--- src/rtl/uart_rx_majority.sv ---
// uart_rx_majority: 8N1 UART receiver with 3-sample majority vote, false-start rejection, framing error and break detection
module uart_rx_majority #(
  parameter int CLKS_PER_BIT = 868
) (
  input  logic       clk,
  input  logic       rst,
  input  logic       rx_in,
  output logic       rx_valid,
  output logic [7:0] rx_data,
  output logic       frame_err,
  output logic       break_det,
  output logic       busy
);
  localparam int CW = $clog2(CLKS_PER_BIT) + 1;
  // cnt reaches CLKS_PER_BIT exactly on every bit centre, including the start bit
  localparam logic [CW-1:0] C_M1 = CW'(CLKS_PER_BIT - 1);
  localparam logic [CW-1:0] C_MID = CW'(CLKS_PER_BIT);
  localparam logic [CW-1:0] C_P1 = CW'(CLKS_PER_BIT + 1);
  localparam logic [CW-1:0] START_LD = CW'(CLKS_PER_BIT - CLKS_PER_BIT / 2 + 1);
  localparam logic [CW-1:0] RELOAD = CW'(2);
  typedef enum logic [2:0] {IDLE, START, DATA, STOP, WAIT_HIGH} state_t;
  state_t state, state_n;
  logic s1, s, s_d;
  logic [CW-1:0] cnt, cnt_n;
  logic [2:0] idx, idx_n;
  logic [7:0] sh, sh_n, data_n;
  logic v0, v1, v0_n, v1_n;
  logic vote, decide, valid_n, ferr_n, brk_n;
  assign vote = (v0 & v1) | (v0 & s) | (v1 & s);
  assign decide = cnt == C_P1;
  assign busy = state != IDLE;
  // two-flop synchroniser plus one delayed copy for falling-edge detection
  always_ff @(posedge clk or negedge rst) begin
    if (!rst) {s1, s, s_d} <= 3'b111;
    else {s1, s, s_d} <= {rx_in, s1, s};
  end
  // next-state, sampling and output decisions
  always_comb begin
    state_n = state;
    cnt_n = cnt + CW'(1);
    idx_n = idx;
    sh_n = sh;
    data_n = rx_data;
    valid_n = 1'b0;
    ferr_n = 1'b0;
    brk_n = break_det;
    v0_n = (cnt == C_M1) ? s : v0;
    v1_n = (cnt == C_MID) ? s : v1;
    case (state)
      IDLE: begin
        cnt_n = '0;
        if (s_d && !s) begin
          state_n = START;
          cnt_n = START_LD;
        end
      end
      START: if (decide) begin
        state_n = vote ? IDLE : DATA;
        cnt_n = RELOAD;
        idx_n = '0;
      end
      DATA: if (decide) begin
        sh_n[idx] = vote;
        cnt_n = RELOAD;
        idx_n = idx + 3'd1;
        if (idx == 3'd7) state_n = STOP;
      end
      STOP: if (decide) begin
        cnt_n = '0;
        if (vote) begin
          data_n = sh;
          valid_n = 1'b1;
          state_n = IDLE;
        end else begin
          ferr_n = 1'b1;
          brk_n = sh == 8'h00;
          state_n = WAIT_HIGH;
        end
      end
      WAIT_HIGH: begin
        cnt_n = '0;
        if (s) begin
          brk_n = 1'b0;
          state_n = IDLE;
        end
      end
      default: state_n = IDLE;
    endcase
  end
  // state, datapath and registered output strobes
  always_ff @(posedge clk or negedge rst) begin
    if (!rst) begin
      state <= IDLE;
      cnt <= '0;
      idx <= '0;
      sh <= '0;
      v0 <= 1'b1;
      v1 <= 1'b1;
      rx_data <= '0;
      rx_valid <= 1'b0;
      frame_err <= 1'b0;
      break_det <= 1'b0;
    end else begin
      state <= state_n;
      cnt <= cnt_n;
      idx <= idx_n;
      sh <= sh_n;
      v0 <= v0_n;
      v1 <= v1_n;
      rx_data <= data_n;
      rx_valid <= valid_n;
      frame_err <= ferr_n;
      break_det <= brk_n;
    end
  end
endmodule

--- config.mk ---
export PLATFORM = sky130hd
export DESIGN_NAME = uart_rx_majority
export DESIGN_NICKNAME = d
export VERILOG_FILES = /design/src/rtl/uart_rx_majority.sv
export SDC_FILE = /design/constraint.sdc
export NUM_CORES = 1
export LEC_CHECK = 0
export BUFFER_PORTS_ARGS = -buffer_cell sky130_fd_sc_hd__buf_2
export CORE_MARGIN = 10
export CORE_UTILIZATION = 53
export DETAILED_ROUTE_END_ITERATION = 10
export MAX_ROUTING_LAYER = met4
export PLACE_DENSITY = 0.74
export SYNTH_ARGS = -nofsm -noshare
export SYNTH_HDL_FRONTEND = slang
export SYNTH_SLANG_ARGS = --single-unit
--- constraint.sdc ---
create_clock -name clk -period 2.2 [get_ports clk]
set_clock_uncertainty 0.05 [all_clocks]
set_input_delay 0.44 -clock clk [delete_from_list [all_inputs] [get_ports clk]]
set_output_delay 0.44 -clock clk [all_outputs]
set_load 0.02 [all_outputs]
==> flow_metrics.env <==
export IMPL_status="finished clean"
export IMPL_hold_violations=0
export IMPL_overflow=0
export IMPL_worstPathArrival_ns=2.22
export IMPL_worstSetupPathType="reg -> reg"
export IMPL_finalSetupViolCount=0
export IMPL_postCtsHoldBufs=0
export IMPL_fmax_mhz=477.9
export IMPL_synthTopCellsByArea="dfrtp_1 45%, dfstp_2 6.6%, mux2_2 5.7%"
export IMPL_grt_pass1_vias=1413
export IMPL_crit_path_end_kind="flop"
export IMPL_cts_root_buf="clkbuf_8"
export IMPL_drive_gt1_share_pct=28.43
export IMPL_cp_depth=5
export IMPL_finalCritPeriodShare_pct=95.12
export IMPL_postSynth_asyncResetShare_pct=100.0
export IMPL_p_clk_share_pct=31.5
export IMPL_avgRoutedWirePerCell_um=15.61
export IMPL_die_area_um2=6604
export IMPL_vias_per_cell=5.727
export IMPL_rrSetupSlack_ns=0.11
export IMPL_syn_area_per_cell_um2=11.30
export IMPL_cp_cell_sequence="nand4_1 > nor4_4 > buf_4 > and4bb_1 > mux2_1"
export IMPL_fp_coreArea_um2=3633
export IMPL_rsz0062_at_grt="false"
export IMPL_synth_cells=176
export IMPL_placementRows=22
export IMPL_clock_latency_ns=0.30
export IMPL_cts_sinks=41
export IMPL_synth_top_cell_area_share_pct=45.28
export IMPL_crit_family="simple AND/OR/NAND/NOR gates"
export IMPL_p_int_uw=1325
export IMPL_synthesis_area_um2=1989
export IMPL_io_pins=15
export IMPL_grt_max_degree=24
export IMPL_placed_area_um2=2142
export IMPL_dpl_cell_count=236
export IMPL_post_route_min_period_ns=2.093
export IMPL_yosys_cell_types_count=44
export IMPL_yosysSeqAreaShare_pct=51.89
export IMPL_vias=1403
export IMPL_drc_errors=0
export IMPL_ys_ff_latch=41
export IMPL_design_area_um2=2266
export IMPL_syn_num_nets=184
export IMPL_ant_nets=0
export IMPL_dp_hpwl_mm=2.868
export IMPL_first_pass_iters=4
export IMPL_worst_pin_slew_ns=0.4389
export IMPL_power_total_uw=1839
export IMPL_die_h_um=81.27
export IMPL_max_slew_margin_pct=70.74
export IMPL_cts_htree_levels=2
export IMPL_drt_iter0_drc=101
export IMPL_final_max_slew_viol_count=0
export IMPL_swShare_pct=27.97
export IMPL_rr_worst_depth=5
export IMPL_nets=204
export IMPL_synth_edf_count=0
export IMPL_synth_top_cell_by_area="dfrtp_1"
export IMPL_seqPwrFrac_pct=49.4
export IMPL_grt_usage_pct=13.01
export IMPL_leakage_uw=0.001073
export IMPL_setup_tns_ns=0
export IMPL_p_per_area_nw_per_um2=811.8
export IMPL_antenna_found_initial=0
export IMPL_dieWidth_um=81.27
export IMPL_synthFlopType="dfrtp_1"
export IMPL_n_antenna_cell=0
export IMPL_max_cap_viol_count=0
export IMPL_floorplan_initialDensity_pct=54.75
export IMPL_layout_cells_non_filler=245
export IMPL_required_ns=2.33
export IMPL_cp_max_fo=8
export IMPL_cts_tree="built"
export IMPL_p_comb_share_pct=19.0
export IMPL_clk_path_buf_depth=2
export IMPL_p_switching_uw=514.5
export IMPL_mostFrequentLayoutCells="36 x dfrtp_1, 14 x buf_2, 13 x nor2_1, 13 x nand3_1, 10 x mux2_2"
export IMPL_vdd_drop_max_mv=0.4380
export IMPL_cts_inserted_buffers=5
export IMPL_whs_ns=0.03335
export IMPL_final_common_cell="dfrtp_1"
export IMPL_globalplace_congestion=0.8404
export IMPL_min_path_type="in -> async"
export IMPL_max_stage_delay_ns=0.45
export IMPL_crit_buf_inv=1
export IMPL_path_clk_slew_ns=0.07
export IMPL_crit_slowest_cell="dfrtp_1"
export IMPL_grt_pass1_wl_mm=6.437
export IMPL_ys_warn_count=0
export IMPL_port_buffers=14
export IMPL_r2r_end="sh[0]$_DFFE_PN0P_"
export IMPL_r2r_start="cnt[5]$_DFF_PN0_"
export IMPL_totalWireLength_mm=3.824
export IMPL_start_kind="flop"
export IMPL_area_growth_pct=13.90
-- synth_stat cells (5+ instances only) --
cell type / instances
nand4_1: 5
mux2_2: 10
mux2_1: 8
dfrtp_1: 36
clkbuf_1: 5
xor2_1: 5
nor3_1: 6
nor2_1: 13
ha_1: 5
o21ai_1: 6
dfstp_2: 5
nand2_1: 7
inv_1: 6
nand3_1: 13
-- layout make-up --
type	count	area (um^2)
multi-input combinational	119	893.4
sequential	41	1032
tap	48	60.06
inverter	6	22.52
fill	303	1368
clock inverter	2	35.03
clock buffer	6	72.57
timing repair buffer	23	150.1
-- sequential cells by signal, indices dropped and copies added, names as in the netlist --
name and count:
s 1, rx_data 8, s1 1, v0 1, cnt 11, sh 8, rx_valid 1, s_d 1
break_det 1, frame_err 1, v1 1, state 3, idx 3
-- worst max path at each step --
stage	startpoint	to	slack, ns
final	cnt[5]$_DFF_PN0_	sh[0]$_DFFE_PN0P_	0.11
after global routing	cnt[5]$_DFF_PN0_	sh[0]$_DFFE_PN0P_	0.01
after CTS	cnt[4]$_DFF_PN0_	sh[0]$_DFFE_PN0P_	0.002
after floorplan	cnt[3]$_DFF_PN0_	sh[0]$_DFFE_PN0P_	0.04
after detailed placement	cnt[4]$_DFF_PN0_	sh[0]$_DFFE_PN0P_	0.008
after global placement	cnt[4]$_DFF_PN0_	sh[0]$_DFFE_PN0P_	0.08
-- metrics by stage --
stage	utilization (%)	setup WS, ns
after CTS	61.91	0.002216
after global placement	58.95	0.08452
final	62.36	0.1074
after detailed placement	58.95	0.007760
after global routing	62.36	0.01069
after floorplan	-	0.04134
-- layer usage --
metal | global-route usage, % | vias up | part of all wire [%]
li1 | - | 672 | -
met5 | - | - | 0
met4 | 5.882 | 0 | 1.8
met3 | 4.525 | 7 | 5.7
met1 | 15.28 | 692 | 46
met2 | 19.67 | 32 | 47
-- kinds of logic (layout without fill, tap and decap cells) --
| group | Yosys count | count (layout) | share of synthesized area (%) |
|---|---|---|---|
| fa+ha+maj | 6 | 6 | 3.648 |
| xor+xnor | 9 | 9 | 3.962 |
| simple gates | 69 | 69 | 20.82 |
| compound gates | 17 | 17 | 5.850 |
| flops | 41 | 41 | 51.89 |
| buf+inv | 16 | 37 | 3.648 |
| mux | 18 | 18 | 10.19 |
-- power groups by stage --
stage	sequential (uW)	clock [uW]	combinational, uW
after floorplan	910	0	252
after global placement	913	0	332
after detailed placement	920	0	348
after CTS	907	602	349
after global routing	921	637	390
final	910	580	350
-- what timing repair did --
action | in CTS | in global routing
endpoints found under the setup margin | 0 | 16
buffers inserted | 0 | 1
gates resized for setup | 0 | 2
No activity file was read; power rests on OpenSTA's default activity.
